$ cat src/rtl/crc_pkg.sv
// Shared types and defaults for the serial CRC path: FSM states, frame geometry and bit order.
// The bit order is also used by the CRC engine and its checker, so they all agree on it.
package crc_pkg;

   typedef enum logic [1:0] {
      IDLE     = 2'd0,
      SHIFT    = 2'd1,
      WAIT_CRC = 2'd2
   } crc_state_t;

   localparam int CRC_WORD_W      = 8;
   localparam int CRC_FRAME_WORDS = 2;
   localparam int CRC_GAP_MAX     = 20;
   localparam bit CRC_MSB_FIRST   = 1'b1;

endpackage

$ cat src/rtl/crc_frame_serializer_if.sv
// Word-in / serial-out bundle between the word source, the serializer and the CRC engine.
interface crc_frame_serializer_if
   import crc_pkg::*;
#(
   parameter int WORD_W = CRC_WORD_W
);
   logic [WORD_W-1:0] in_data;
   logic              in_valid;
   logic              in_ready;
   logic              crc_valid;
   logic              DATA;
   logic              Active;
   logic              busy;
   logic              frame_done;
   logic              underrun;

   modport master (
      output in_data, in_valid, crc_valid,
      input  in_ready, DATA, Active, busy, frame_done, underrun
   );

   modport slave (
      input  in_data, in_valid, crc_valid,
      output in_ready, DATA, Active, busy, frame_done, underrun
   );
endinterface

$ cat src/rtl/crc_shift_reg.sv
// Loadable WORD_W shift register; dout is the bit at the leaving end, zeros fill in behind.
module crc_shift_reg
   import crc_pkg::*;
#(
   parameter int WORD_W    = CRC_WORD_W,
   parameter bit MSB_FIRST = CRC_MSB_FIRST
)(
   input  logic              clk,
   input  logic              rst,
   input  logic              load,
   input  logic              shift,
   input  logic [WORD_W-1:0] din,
   output logic              dout
);
   logic [WORD_W-1:0] sr;

   always_ff @(posedge clk) begin
      if (rst) begin
         sr <= '0;
      end else if (load) begin
         sr <= din;
      end else if (shift) begin
         if (MSB_FIRST) sr <= {sr[WORD_W-2:0], 1'b0};
         else           sr <= {1'b0, sr[WORD_W-1:1]};
      end
   end

   assign dout = MSB_FIRST ? sr[WORD_W-1] : sr[0];
endmodule

$ cat src/rtl/crc_frame_serializer.sv
// Serializes FRAME_WORDS words per frame onto DATA/Active (one cycle after acceptance), then waits for the CRC to finish;
// in_ready is only offered in IDLE and on the last bit of a non-final word. CRC_FRAME_SERIALIZER_STATS_EN adds frame/underrun counters.
module crc_frame_serializer
   import crc_pkg::*;
#(
   parameter int WORD_W      = CRC_WORD_W,
   parameter int FRAME_WORDS = CRC_FRAME_WORDS,
   parameter bit MSB_FIRST   = CRC_MSB_FIRST,
   parameter int GAP_MAX     = CRC_GAP_MAX
)(
   input  logic CLK,
   input  logic rst,
   crc_frame_serializer_if.slave bus
`ifdef CRC_FRAME_SERIALIZER_STATS_EN
   ,
   output logic [15:0] frame_cnt,
   output logic [7:0]  underrun_cnt
`endif
);
   localparam int BW = $clog2(WORD_W);
   localparam int WW = $clog2(FRAME_WORDS) + 1;
   localparam int GW = $clog2(GAP_MAX) + 1;
   localparam logic [BW-1:0] BIT_LAST  = BW'(WORD_W - 1);
   localparam logic [WW-1:0] WORD_LAST = WW'(FRAME_WORDS - 1);
   // frame_done is registered, so it is scheduled one count early to land on GAP_MAX-1.
   localparam logic [GW-1:0] GAP_PRE   = GW'(GAP_MAX - 2);

   crc_state_t    state, state_nxt;
   logic [BW-1:0] bit_cnt, bit_nxt;
   logic [WW-1:0] word_cnt, word_nxt;
   logic [GW-1:0] gap_cnt, gap_nxt;
   logic          in_ready_q, active_q, busy_q, frame_done_q, underrun_q;
   logic          crc_valid_d;
   logic          in_ready_nxt, frame_done_nxt, underrun_nxt;
   logic          sr_load, sr_shift, sr_bit;
   logic          handshake;

   assign handshake = bus.in_valid & in_ready_q;

   crc_shift_reg #(
      .WORD_W    (WORD_W),
      .MSB_FIRST (MSB_FIRST)
   ) u_shift_reg (
      .clk   (CLK),
      .rst   (rst),
      .load  (sr_load),
      .shift (sr_shift),
      .din   (bus.in_data),
      .dout  (sr_bit)
   );

   always_comb begin
      state_nxt      = state;
      bit_nxt        = bit_cnt;
      word_nxt       = word_cnt;
      gap_nxt        = gap_cnt;
      sr_load        = 1'b0;
      sr_shift       = 1'b0;
      frame_done_nxt = 1'b0;
      underrun_nxt   = 1'b0;
      case (state)
         IDLE: begin
            if (handshake) begin
               sr_load   = 1'b1;
               bit_nxt   = '0;
               word_nxt  = '0;
               state_nxt = SHIFT;
            end
         end
         SHIFT: begin
            if (bit_cnt == BIT_LAST) begin
               bit_nxt = '0;
               if (word_cnt != WORD_LAST && handshake) begin
                  sr_load  = 1'b1;
                  word_nxt = word_cnt + WW'(1);
               end else begin
                  // Final shift leaves the register all-zero, which keeps DATA low while waiting.
                  sr_shift     = 1'b1;
                  gap_nxt      = '0;
                  state_nxt    = WAIT_CRC;
                  underrun_nxt = (word_cnt != WORD_LAST);
               end
            end else begin
               sr_shift = 1'b1;
               bit_nxt  = bit_cnt + BW'(1);
            end
         end
         WAIT_CRC: begin
            gap_nxt = gap_cnt + GW'(1);
            if (frame_done_q) begin
               state_nxt = IDLE;
               gap_nxt   = '0;
            end else if ((crc_valid_d && !bus.crc_valid) || gap_cnt == GAP_PRE) begin
               frame_done_nxt = 1'b1;
            end
         end
         default: state_nxt = IDLE;
      endcase

      in_ready_nxt = (state_nxt == IDLE) ||
                     (state_nxt == SHIFT && bit_nxt == BIT_LAST && word_nxt != WORD_LAST);
   end

   always_ff @(posedge CLK) begin
      if (rst) begin
         state        <= IDLE;
         bit_cnt      <= '0;
         word_cnt     <= '0;
         gap_cnt      <= '0;
         in_ready_q   <= 1'b0;
         active_q     <= 1'b0;
         busy_q       <= 1'b0;
         frame_done_q <= 1'b0;
         underrun_q   <= 1'b0;
         crc_valid_d  <= 1'b0;
      end else begin
         state        <= state_nxt;
         bit_cnt      <= bit_nxt;
         word_cnt     <= word_nxt;
         gap_cnt      <= gap_nxt;
         in_ready_q   <= in_ready_nxt;
         active_q     <= (state_nxt == SHIFT);
         busy_q       <= (state_nxt != IDLE);
         frame_done_q <= frame_done_nxt;
         underrun_q   <= underrun_nxt;
         crc_valid_d  <= bus.crc_valid;
      end
   end

   assign bus.in_ready   = in_ready_q;
   assign bus.DATA       = sr_bit;
   assign bus.Active     = active_q;
   assign bus.busy       = busy_q;
   assign bus.frame_done = frame_done_q;
   assign bus.underrun   = underrun_q;

`ifdef CRC_FRAME_SERIALIZER_STATS_EN
   logic aborted;

   always_ff @(posedge CLK) begin
      if (rst) begin
         frame_cnt    <= '0;
         underrun_cnt <= '0;
         aborted      <= 1'b0;
      end else begin
         if (underrun_nxt) begin
            aborted <= 1'b1;
            if (underrun_cnt != 8'hFF) underrun_cnt <= underrun_cnt + 8'd1;
         end
         if (state == WAIT_CRC && frame_done_q) begin
            aborted <= 1'b0;
            if (!aborted) frame_cnt <= frame_cnt + 16'd1;
         end
      end
   end
`endif
endmodule

$ cat src/flat_wrapper.sv
// flat-port wrapper written by rule: the top's interface ports become plain ports
module crc_frame_serializer_flat import crc_pkg::*;
#(
   parameter int WORD_W      = CRC_WORD_W,
   parameter int FRAME_WORDS = CRC_FRAME_WORDS,
   parameter bit MSB_FIRST   = CRC_MSB_FIRST,
   parameter int GAP_MAX     = CRC_GAP_MAX
)
  (CLK, rst, bus_in_data, bus_in_valid, bus_crc_valid, bus_in_ready, bus_DATA, bus_Active, bus_busy, bus_frame_done, bus_underrun);
  crc_frame_serializer_if #(.WORD_W(WORD_W)) bus_i ();
  input  logic CLK;
  input  logic rst;
  input wire logic [$bits(bus_i.in_data)-1:0] bus_in_data;
  input wire logic [$bits(bus_i.in_valid)-1:0] bus_in_valid;
  input wire logic [$bits(bus_i.crc_valid)-1:0] bus_crc_valid;
  output wire logic [$bits(bus_i.in_ready)-1:0] bus_in_ready;
  output wire logic [$bits(bus_i.DATA)-1:0] bus_DATA;
  output wire logic [$bits(bus_i.Active)-1:0] bus_Active;
  output wire logic [$bits(bus_i.busy)-1:0] bus_busy;
  output wire logic [$bits(bus_i.frame_done)-1:0] bus_frame_done;
  output wire logic [$bits(bus_i.underrun)-1:0] bus_underrun;
  assign bus_i.in_data = bus_in_data;
  assign bus_i.in_valid = bus_in_valid;
  assign bus_i.crc_valid = bus_crc_valid;
  assign bus_in_ready = bus_i.in_ready;
  assign bus_DATA = bus_i.DATA;
  assign bus_Active = bus_i.Active;
  assign bus_busy = bus_i.busy;
  assign bus_frame_done = bus_i.frame_done;
  assign bus_underrun = bus_i.underrun;
  crc_frame_serializer #(.WORD_W(WORD_W), .FRAME_WORDS(FRAME_WORDS), .MSB_FIRST(MSB_FIRST), .GAP_MAX(GAP_MAX)) u_core (.CLK(CLK), .rst(rst), .bus(bus_i));
endmodule
$ cat config.mk
export PLATFORM = sky130hd
export DESIGN_NAME = crc_frame_serializer_flat
export DESIGN_NICKNAME = d
export VERILOG_FILES = /design/src/rtl/crc_pkg.sv /design/src/rtl/crc_frame_serializer_if.sv /design/src/rtl/crc_shift_reg.sv /design/src/rtl/crc_frame_serializer.sv /design/src/flat_wrapper.sv
export SDC_FILE = /design/constraint.sdc
export NUM_CORES = 1
export LEC_CHECK = 0
export CAP_MARGIN = 15
export CORE_MARGIN = 2
export CORE_UTILIZATION = 50
export DETAILED_ROUTE_END_ITERATION = 8
export MAX_ROUTING_LAYER = met4
export PLACE_DENSITY = 0.84
export SLEW_MARGIN = 30
export SYNTH_ARGS = -nofsm -noshare
export SYNTH_HDL_FRONTEND = slang
export SYNTH_SLANG_ARGS = --single-unit
$ cat constraint.sdc
create_clock -name CLK -period 2.37 [get_ports CLK]
set_input_delay 0.474 -clock CLK [delete_from_list [all_inputs] [get_ports CLK]]
set_output_delay 0.474 -clock CLK [all_outputs]
set_load 0.1 [all_outputs]
==> impl.org, run 1 <==
** Timing
- Transition time of the tightest slew-check pin :: 0.5738 ns
- Setup repair after global routing left no endpoint under its margin.
- Between clock sinks in the finished design, the worst skew comes to 0.004736 ns.
- Fraction of the cycle the final worst path needs :: 83.81%
- Based on the critical path, the design can be clocked at up to 503.5 MHz.
- Headroom to the max-slew limit :: 61.72%
- Setup slack closes at 0.3838 ns.
- The number of pins exceeding their max-slew limit in the final report is 0.
- The worst path in the final design needs a cycle of 1.986 ns, including I/O delays and setup.
- Worst hold slack after final layout :: 0.5147 ns
- Final-report setup violation count :: 0
- Summed over all failing endpoints, the final setup total negative slack is 0 ns.
- Number of hold violations in the final report :: 0

** CTS
- Buffer depth of the longest clock path :: 2
- Sink Count :: 27
- Number of instances resized during post-cts repair :: 0
- At the later pin of the worst-skew pair, clock insertion delay measures 0.33 ns.
- Clock Pin Slew Worst Setup and Hold Paths :: 0.16 ns
- Number of post-CTS setup repair buffers :: 0
- Number of buffers created by CTS :: 3
- Clock tree from TritonCTS :: yes
- Root cell of the clock tree :: clkbuf_4
- For this design, the CTS-stage hold fixing added 0 buffers.
- Number of levels the H-tree was split into :: 1

** Placed design
- Placed wire-length estimate after detailed placement :: 2040 µm
- Port buffering added 17 buffers.
- Worst slack, placed :: 0.2911 ns
- Cell count after placement :: 195
- At the end of routability-driven placement, the weighted congestion stood at 0.8556.

** GRT
- Global routing used 27.56% of the available met2 tracks.
- The via count of the first global-routing pass was 1060.
- Wire length of the first global-routing pass :: 4353 µm
- In the global route stage, met3 resource usage came out at 2.535%.
- After global routing the overflow that remains totals 0.
- Initial antenna violation count :: 0
- Fraction of met1 tracks used by global routing :: 21.54%
- Global routing used 17.24% of the available tracks.
- Pin count of the biggest net entering global routing :: 17
- Busiest metal layer after global routing :: met2

** Yosys
- Number of synthesized flops with an enable pin :: 0
- By count the netlist is led by dfxtp_1 (27), nor2_1 (22), ha_1 (10), inv_1 (9), mux2i_1 (9).
- Synthesized-area fraction occupied by xor and xnor cells :: 3.193%
- Count leader, synth :: dfxtp_1
- The cell area that synthesis handed to floorplanning was 1371 µm².
- Dominant combinational cell family by area after synthesis :: simple AND/OR/NAND/NOR gates
- Counting distinct cell types in the post-synthesis netlist gives 43.
- Synthesis produced a netlist with a net count of 174.
- Synthesized-area fraction occupied by ao, oa, aoi and oai cells :: 16.24%
- Largest area contributor in the netlist :: dfxtp_1
- Area share of fa/ha/maj cells after synthesis :: 9.124%
- For this run, the leading register cell type out of synthesis is dfxtp_1.
- In the synthesized netlist, the number of instances is 152.
- Of the total synthesized cell area, the portion taken by AND, OR, NAND and NOR gates is 21.35%.
- Fraction of synthesis flops using an asynchronous set or reset pin :: 0%
- Mean instance size in the synthesized netlist :: 9.022 µm²
- Register bit count reported by yosys :: 27
- Synth Warn # :: 0
- Proportion of synthesized chip area in sequential cells :: 39.42%
- In this run the biggest area consumer among cell types represents 39.42% of the synthesized area.
- By area the synthesized netlist is led by dfxtp_1 (39%), ha_1 (9.1%), mux2i_1 (6.6%).
- Share of synthesized area spent on multiplexers :: 6.569%

** Routing
- For this block, the via count after detailed routing is 1123.
- The final layout contains routed wiring with a total length of 2683 µm.
- In the routed layout, each cell is associated on average with a via count of 5.643.
- Number of nets still failing antenna checks after routing :: 0
- Routed length per instance :: 13.48 µm
- DR iter-0 viols :: 55
- After detailed routing, the number of remaining DRC violations is 0.
- The first detailed-routing pass took 4 iterations.

** Power
- Total power for the finished layout comes to 0.0009039 W.
- Power spread over the standard cell area amounts to 572.5 nW/µm².
- Maximum VDD drop :: 410.1 µV
- LEAKAGE :: 0.6838 nW

** Die
- The floorplan has 18 rows.
- The die is 56.37 µm tall.
- The floorplan step defined a die boundary enclosing 3178 µm².
- Die extent in x :: 56.37 µm
- Std-Cell Core Area :: 2545 µm²
- Io pins :: 18
- Starting Density :: 53.88%

** Finish
- Number of standard cells in the layout, taps in and fillers out :: 199
- The layout has 219 filler cells.
- Fin nets :: 192
- Area Overhead vs Synth :: 15.15%
- Ant. Diodes :: 0
- Cells with a size suffix above 1 make up 9.467% of the layout.

** Critical path
- At the worst endpoint, the required time is 2.63 ns.
- Critical path endpoint category :: flip-flop
- Number of cells on the worst reg-to-reg path :: 6
- The critical path in this run is classified as reg -> reg.
- Max Fanout on Critical Path :: 16
- Kind of start point of the critical path :: flip-flop
- FF-to-FF setup slack :: 0.38 ns
- Data on the critical path arrives at its endpoint at 2.24 ns.

** Worst hold path
- Worst hold path cell count :: 2
- Path type of the worst min-delay path :: reg -> reg

** Flow run
- The tool flagged a number of max-cap violations equal to 0.

** Status
- The flow ran to the end, and the final reports show no timing, DRC or antenna violations.
## flip-flops by register name, indices dropped and copies added, names as in the netlist
signal and cells:
u_core.bus.in_ready 1, u_core.gap_cnt 6, u_core.state 2, u_core.u_shift_reg.sr 8
u_core.word_cnt 2, u_core.bit_cnt 3, u_core.crc_valid_d 1, u_core.bus.underrun 1
u_core.bus.Active 1, u_core.bus.frame_done 1, u_core.bus.busy 1
## layer usage
layer	up-vias	share of wire, %
met1	518	44
met4	0	1.9
met3	6	4.7
met2	28	50
met5	-	0
li1	571	-
## metrics by stage
step	cell area, µm²	util (%)
final	1579	62.05
after floorplan	1371	-
after global routing	1579	62.05
after CTS	1579	62.05
after global placement	1549	60.87
after detailed placement	1549	60.87
## cells in the final DEF, fill, tap and decap left out, types with 2 or more instances in the layout
cell / n
dfxtp_1: 27
nor2_1: 22
clkdlybuf4s50_1: 11
ha_1: 10
inv_1: 9
mux2i_1: 9
nand2_1: 8
a211oi_1: 8
a21oi_1: 7
buf_4: 7
nand3_1: 4
xor2_1: 4
nor3_1: 3
clkbuf_4: 3
and2b_1: 2
a21boi_0: 2
a31oi_1: 2
o21bai_1: 2
and2_1: 2
nand4_1: 2
o21ai_0: 2
## path summary, 6_finish.rpt
path,from,to
worst max-delay path,u_core.state[1],u_core.u_shift_reg.sr[1]
worst min register to register,u_core.gap_cnt[1],u_core.gap_cnt[1]
worst min-delay path,u_core.gap_cnt[1],u_core.gap_cnt[1]
worst max register to register,u_core.state[1],u_core.u_shift_reg.sr[1]
## power by group
group | internal, W | total (W) | switching, W | leakage, nW
Combinational | 0.0000713 | 0.000199 | 0.000128 | 0.450
Clock | 0.0000646 | 0.000210 | 0.000146 | 0.0139
Sequential | 0.000479 | 0.000495 | 0.0000155 | 0.220
Total | 0.000615 | 0.000904 | 0.000289 | 0.684
## worst max-delay path, cell delays in order (launching register included)
cell and delay, ns:
dfxtp_1 0.40, inv_1 0.08, ha_1 0.36, and3b_1 0.27, o21bai_2 0.46, nor2_1 0.09
a211oi_1 0.24
## layout make-up
cell class	count	area (µm²)	share of cell area [%]
flip-flops and latches	27	540.5	34.23
repair buffers	18	162.7	10.30
clock buffers	3	22.52	1.426
clock inverters	1	7.507	0.4754
multi-input cells	111	774.5	49.05
well taps	30	37.54	2.377
inverters	9	33.78	2.139
## logic make-up after synthesis
kind of cell / after synthesis
XOR/XNOR: 5
AO/OA/AOI/OAI: 30
multiplexers: 9
AND/OR/NAND/NOR: 57
buffers and inverters: 14
flip-flops: 27
adder cells (fa/ha/maj): 10
Note: power is estimated with default switching activity, not from simulation.
==> inputs of run 2 (changes only) <==
--- a/config.mk
+++ b/config.mk
@@ -7,10 +7,10 @@
 export LEC_CHECK = 0
 export CAP_MARGIN = 15
 export CORE_MARGIN = 2
-export CORE_UTILIZATION = 50
+export CORE_UTILIZATION = 48
 export DETAILED_ROUTE_END_ITERATION = 8
 export MAX_ROUTING_LAYER = met4
-export PLACE_DENSITY = 0.84
+export PLACE_DENSITY = 0.85
 export SLEW_MARGIN = 30
 export SYNTH_ARGS = -nofsm -noshare
 export SYNTH_HDL_FRONTEND = slang
==> constraint.sdc (replaced) <==
create_clock -name CLK -period 1.8 [get_ports CLK]
set_input_delay 0.36 -clock CLK [delete_from_list [all_inputs] [get_ports CLK]]
set_output_delay 0.36 -clock CLK [all_outputs]
set_load 0.1 [all_outputs]
==> run 2 against run 1 <==
Compared with the run above: sequential share of layout area fell by 4.3 points; via count rose by 4.7%; power rose by 40%; clock power rose by 30%; fmax rose by 15%.
==> impl.org, run 2 (synthesis gave the netlist of run 1 again) <==
** Timing
- Headroom to the max-slew limit :: 73.30%
- F_max :: 581.5 MHz
- Hold is met by 0.5260 ns.
- Transition time of the tightest slew-check pin :: 0.3993 ns
- Fin Setup TNS :: 0 ns
- Setup violations remaining at the end of the flow were counted as 0.
- The final-report hold violation count is 0.
- Setup Skew :: 0.002435 ns
- Number of max-slew violations in the final report :: 0
- For the finished layout, the period the worst path requires is 1.720 ns.
- Of the available clock period, the critical path in the final layout requires 95.54%.

** Power
- Of the total power, the clock network draws 21.7%.
- LEAKAGE :: 0.7820 nW
- Power per cell area :: 689.9 nW/µm²
- Sequential power share :: 52.1%
- Net load switching power :: 0.0003956 W
- Maximum VDD drop :: 509.9 µV
- Combinational logic burns 26.1% of the power.
- Total power for the finished layout comes to 0.001262 W.
- Cell internal power was estimated by the tool at 0.0008664 W.
- Net switching is 31.35% of the power.

** GRT
- Global routing consumed, on the met1 layer, 21.97% of the routing resources.
- Vias in the first global route :: 1226
- Initial antenna violation count :: 0
- Met3 GRT Util :: 2.948%
- The layer flagged by global routing as most heavily used is met2.
- For this run, global-route usage on met2 was measured as 32.47%.
- GRT Resource Usage Total :: 19.44%
- The total overflow left after global routing is 0.
- Entering global routing, the biggest net connects 17 pins.
- Wire length of the first global-routing pass :: 4954 µm

** Die
- Starting Density :: 50.16%
- The floorplan step defined a die boundary enclosing 3301 µm².
- Die extent in x :: 57.45 µm
- Row Count :: 19
- Height of the chip :: 57.45 µm
- Io pins :: 18
- Std-Cell Core Area :: 2734 µm²

** CTS
- The longest clock path from root to sink contains 2 buffers.
- CTS built an H-tree with a depth of 1.
- Source-to-sink clock delay at the later pin of the worst-skew pair :: 0.33 ns
- Clock tree from TritonCTS :: yes
- Clock tree synthesis selected as its root buffer the cell clkbuf_4.
- Clock Pin Slew Worst Setup and Hold Paths :: 0.15 ns
- Clock tree synthesis found a total of 27 sinks.
- Number of buffers created by CTS :: 3

** Critical path
- Largest stage delay on the critical path :: 0.42 ns
- First element of the critical path :: u_core.bit_cnt[0]
- Most frequent cell on the critical path :: ha_4
- Cell chain of the critical path :: ha_4, ha_4, buf_4, nand4b_1, or3b_4, nand3_2, o221ai_1, a21oi_1
- STA puts the critical path data arrival time at 2.00 ns.
- STA classifies the critical path endpoint as a flip-flop.
- Max Fanout on Critical Path :: 3
- STA classifies the critical path startpoint as a flip-flop.
- Number of cells on the worst reg-to-reg path :: 8
- Critical R2R Launch :: u_core.bit_cnt[0]
- At the worst endpoint, the required time is 2.08 ns.
- Setup CP Type :: reg -> reg
- On the critical path, the stage with the largest delay is an instance of or3b_4.

** Finish
- Fin nets :: 207
- Flip-flop count of the largest register, all copies and words added :: 8
- Ant. Diodes :: 0
- Cells fill 66.91% of the core in the end.
- In the final layout, the share of cells above drive strength 1 is 24.46%.
- Relative to the synthesized area, the layout overhead comes to 33.39%.
- The largest registers in the layout are u_core.u_shift_reg.sr x8, u_core.gap_cnt x6, u_core.bit_cnt x3.
- Final design instance area without fill :: 1829 µm²
- The top cell types in the final layout, fill and taps aside, are dfxtp_1 (22), nor2_1 (21), buf_4 (16), clkdlybuf4s50_1 (11), mux2i_1 (9).
- Top reg by flops :: u_core.u_shift_reg.sr
- Leaving out fill and tap cells, the most frequent cell in the layout is dfxtp_1.

** Worst hold path
- Worst hold path cell count :: 2
- The startpoint identified for the worst hold timing path is u_core.u_shift_reg.sr[0].
- Path type of the worst min-delay path :: reg -> reg

** Routing
- The first detailed-routing pass took 4 iterations.
- Summed over all layers, the routed wires come to 2920 µm.
- Drt drc :: 0
- DR iter-0 viols :: 37
- Vias per inst :: 5.470
- Routed length per instance :: 13.58 µm
- In this run the remaining antenna-violating nets after routing total 0.
- The final route contains 1176 vias.

** Placed design
- Number of buffer cells added on primary ports :: 17
- Placed wire-length estimate after detailed placement :: 2244 µm
- Last weighted congestion value of the routability-driven placer :: 0.8665
- Placed inst area :: 1724 µm²

** Flow run
- Total of max-cap violations :: 0

** Status
- Result of the run :: completed
-- run 2: cell count changes in the layout (fill, tap and decap cells not counted), sizes merged --
cell / before / now
buf: 7 / 22
-- run 2: worst max-delay path, delay by kind of cell (launching register included) --
family / cells / cell delay, ns
AO/OA/AOI/OAI: 2 / 0.27
buffers and inverters: 1 / 0.11
AND/OR/NAND/NOR: 3 / 0.61
flip-flops: 1 / 0.38
adder cells (fa/ha/maj): 2 / 0.28
-- run 2: what timing repair did --
action                                 CTS  global route
hold buffers                             0             0
pin swaps                                2             1
setup endpoints to repair               10             4
endpoints found under the hold margin    0             0
buffers inserted                         0             2
resized for setup                        8            11
-- run 2: routing by layer --
| layer | share of wire (%) | routed length [µm] |
|---|---|---|
| met2 | 51 | 1477 |
| met5 | 0 | 0 |
| met4 | 3.6 | 104 |
| met1 | 42 | 1236 |
| met3 | 3.5 | 101 |
-- run 2: worst paths after layout --
check,end,slack (ns)
setup / recovery,u_core.bus.in_ready,0.08
hold / removal,u_core.u_shift_reg.sr[0],0.53
setup reg to reg,u_core.bus.in_ready,0.08
hold reg to reg,u_core.u_shift_reg.sr[0],0.53
-- run 2: power groups by stage --
stage                     clock, W  sequential, W  combinational [W]
final                     0.000274       0.000658           0.000330
after global routing      0.000308       0.000661           0.000351
after CTS                 0.000288       0.000657           0.000322
after detailed placement         0       0.000669           0.000317
after global placement           0       0.000668           0.000310
after floorplan                  0       0.000728           0.000129
-- run 2: final cells by class --
class                      instances  area, µm²
fill                             212      904.6
tap                               31      38.79
inverter                           9      33.78
timing repair buffer              33      350.3
clock inverter                     1      7.507
sequential                        27      546.8
multi-input combinational        111      829.5
clock buffer                       3      22.52
-- run 2: through the flow --
stage          worst slack, ns  cells
2_1_floorplan          0.02718    152
3_3_place_gp          -0.06435    209
3_5_place_dp           -0.1452    209
4_1_cts                0.01102    213
5_1_grt              -0.008039    215
6_report               0.08024    215
==> inputs of run 3 (changes only) <==
--- a/config.mk
+++ b/config.mk
@@ -7,10 +7,10 @@
 export LEC_CHECK = 0
 export CAP_MARGIN = 15
 export CORE_MARGIN = 2
-export CORE_UTILIZATION = 48
+export CORE_UTILIZATION = 35
 export DETAILED_ROUTE_END_ITERATION = 8
 export MAX_ROUTING_LAYER = met4
-export PLACE_DENSITY = 0.85
+export PLACE_DENSITY = 0.68
 export SLEW_MARGIN = 30
 export SYNTH_ARGS = -nofsm -noshare
 export SYNTH_HDL_FRONTEND = slang
==> constraint.sdc (replaced) <==
create_clock -name CLK -period 1.5 [get_ports CLK]
set_input_delay 0.225 -clock CLK [delete_from_list [all_inputs] [get_ports CLK]]
set_output_delay 0.225 -clock CLK [all_outputs]
set_load 0.1 [all_outputs]
==> run 3 against run 2 <==
Compared with the run above: the flow now finishes with violations (negative setup slack); first-iteration DRC count up 46%; via count up 5.3%; wire length up 7.8%; clock power up 49%; power up 31%; utilization down 12 points; critical path depth down 1; global-route usage down 3.3 points; final cell count up 13%; design area up 11%; critical path type unchanged; largest cell class unchanged.
==> impl.org, run 3 (synthesis gave the netlist of run 1 again) <==
** Finish
- Area Overhead vs Synth :: 48.18%
- The register with the most flip-flops in the final layout is u_core.u_shift_reg.sr.
- Commonest non-fill, non-tap cell in the layout :: buf_4
- Cells fill 54.68% of the core in the end.
- The register with the most flip-flops in the layout has 8 of them.
- Fraction of layout cells with a size suffix above 1 :: 36.08%
- After the last flow step, the layout net total stands at 217.
- The library cells used most frequently in the layout, excluding fill and tap cells, are buf_4 (25), dfxtp_1 (20), nor2_1 (19), clkdlybuf4s50_1 (11), nand2_1 (8).
- Top Registers :: u_core.u_shift_reg.sr x8, u_core.gap_cnt x6, u_core.bit_cnt x3
- 0 antenna diodes ended up in the layout.
- The finished cells cover 2032 µm².
- Number of standard cells in the layout, taps in and fillers out :: 242

** Timing
- Number of max-slew violations in the final report :: 0
- The final-report hold violation count was 0.
- Headroom to the max-slew limit :: 77.66%
- Transition time of the tightest slew-check pin :: 0.3330 ns
- On the final layout, the worst clock skew is 0.001402 ns.
- Final-report setup violation count :: 14
- Post-layout min period :: 1.631 ns
- Fraction of the cycle the final worst path needs :: 108.7%
- RSZ-0062 raised after global routing :: true
- For this run, the top clock speed supported by timing is 613.2 MHz.
- Worst setup slack after layout :: -0.1307 ns

** CTS
- In this run the deepest clock path goes through 2 buffers.
- # hold bufs at CTS :: 0
- In this run the number of H-tree levels came out at 1.
- Clock Pin Slew Worst Setup and Hold Paths :: 0.09 ns
- Number of buffers created by CTS :: 3
- Sink Count :: 27
- Clock tree from TritonCTS :: yes
- Root cell of the clock tree :: clkbuf_8
- The clock reaches the later pin of the worst-skew pair after 0.27 ns.

** Power
- Of the total power, the clock network draws 24.7%.
- Sequential power share :: 47.8%
- In this run the static leakage power is 0.8431 nW.
- Maximum VDD drop :: 364.3 µV
- Part of the power in combinational logic :: 27.5%
- Cell internal power was estimated by the tool at 0.001162 W.
- Net switching is 29.77% of the power.
- Summed over all nets, the switching power comes to 0.0004924 W.
- Power per cell area :: 814.1 nW/µm²

** Worst hold path
- Path type of the worst min-delay path :: in -> reg
- In this run the most critical hold path is launched from bus_crc_valid.

** Placed design
- After legalization and detailed placement, the total HPWL measured 2467 µm.
- After detailed placement, the total cell area comes to 1877 µm².
- Cell count after placement :: 235
- Number of buffer cells added on primary ports :: 17
- Routability-driven placement finished with a final weighted congestion of 0.7856.

** Die
- Std-Cell Core Area :: 3716 µm²
- Row Count :: 22
- Starting Density :: 36.90%
- Height of the chip :: 66.60 µm
- Io pins :: 18
- Area of the die :: 4435 µm²
- In this run the horizontal extent of the chip is 66.60 µm.

** GRT
- The via count of the first global-routing pass is 1257.
- For this run, the total global-route usage over all layers was measured as 16.12%.
- The total overflow left after global routing is 0.
- Entering global routing, the biggest net connects 16 pins.
- The initial antenna violation count came to 0.
- Wire length of the first global-routing pass :: 5347 µm

** Critical path
- Critical Path RT :: 1.71 ns
- Setup CP Type :: reg -> reg
- Critical R2R Launch :: u_core.word_cnt[1]
- Critical path destination :: u_core.bus.Active
- The setup check on the worst reg-to-reg path leaves a slack of -0.13 ns.
- Critical path data arrival time :: 1.85 ns
- The worst register-to-register path has a depth of 7.
- The most critical setup path has its startpoint at u_core.word_cnt[1].
- The worst register-to-register path ends at u_core.bus.Active.
- Along the worst path, the maximum fanout reaches 3.
- Critical path endpoint category :: flip-flop
- STA classifies the critical path startpoint as a flip-flop.

** Routing
- DR iter-0 viols :: 54
- For this run, the detailed router's first-pass iteration total came to 4.
- For this run, design rule violations remaining after detail routing come to 0.
- The routed design has 3148 µm of wire.
- In the routed layout, each cell is associated on average with a via count of 5.116.
- Once detail routing completed, the nets flagged for antenna violations numbered 0.
- Routed length per instance :: 13.01 µm
- For this block, the via count after detailed routing is 1238.

** Status
- Failing checks :: negative setup slack
- The flow ran to the end, but the final reports show violations.

** Flow run
- Across the run, the number of max-cap violations was 0.
run 3: power groups by stage:
stage          Clock (W)  Sequential [W]  Combinational (W)
2_1_floorplan          0        0.000876           0.000168
3_3_place_gp           0        0.000802           0.000395
3_5_place_dp           0        0.000805           0.000407
4_1_cts         0.000421        0.000790           0.000437
5_1_grt         0.000450        0.000798           0.000481
6_report        0.000408        0.000791           0.000454
run 3: final cells by class:
| class | instances | area [µm²] |
|---|---|---|
| Timing Repair Buffer | 43 | 437.9 |
| Sequential cell | 27 | 551.8 |
| Inverter | 9 | 33.78 |
| Tap cell | 48 | 60.06 |
| Clock buffer | 3 | 41.29 |
| Fill cell | 323 | 1684 |
| Multi-Input combinational cell | 111 | 902.1 |
| Clock inverter | 1 | 5.005 |
run 3: how the worst min path moves through the flow:
stage	end	slack (ns)	depth (start not counted)
after floorplan	u_core.bit_cnt[2]	0.30	1
after global placement	u_core.gap_cnt[1]	0.48	2
after detailed placement	u_core.bus.frame_done	0.50	2
after CTS	u_core.crc_valid_d	0.49	3
after global routing	u_core.crc_valid_d	0.52	3
final	u_core.crc_valid_d	0.49	3
run 3: worst max-delay path, cell delays in order, from the launching register on:
cell     delay, ns
dfxtp_2       0.34
inv_2         0.04
ha_4          0.16
and3b_4       0.32
o21ai_4       0.08
a221o_1       0.32
or2_1         0.23
nor2_1        0.08
run 3: repair_timing:
item	in CTS	in global routing
cloned	0	0
setup buffers	3	0
pin swaps	7	3
gates resized for setup	9	10
endpoints found under the setup margin	14	21
run 3: stage by stage:
stage               hold slack, ns  setup slack [ns]  total power (W)  TNS [ns]
floorplan                   0.2958          -0.09218         0.001044   -0.1968
global placement            0.4778           -0.2452         0.001197    -2.869
detailed placement          0.4976           -0.3012         0.001212    -3.385
CTS                         0.4901           -0.1174         0.001648   -0.5729
global route                0.5158           -0.1931         0.001729    -1.763
finish                      0.4878           -0.1307         0.001654   -0.6427
run 3: layer usage:
metal  share of wire [%]  vias to the layer above  track usage, %
met2                  53                       20           28.88
met4                 2.4                        0           6.888
li1                    -                      614               -
met5                   0                        -               -
met1                  43                      595           18.25
met3                 1.6                        9           1.520
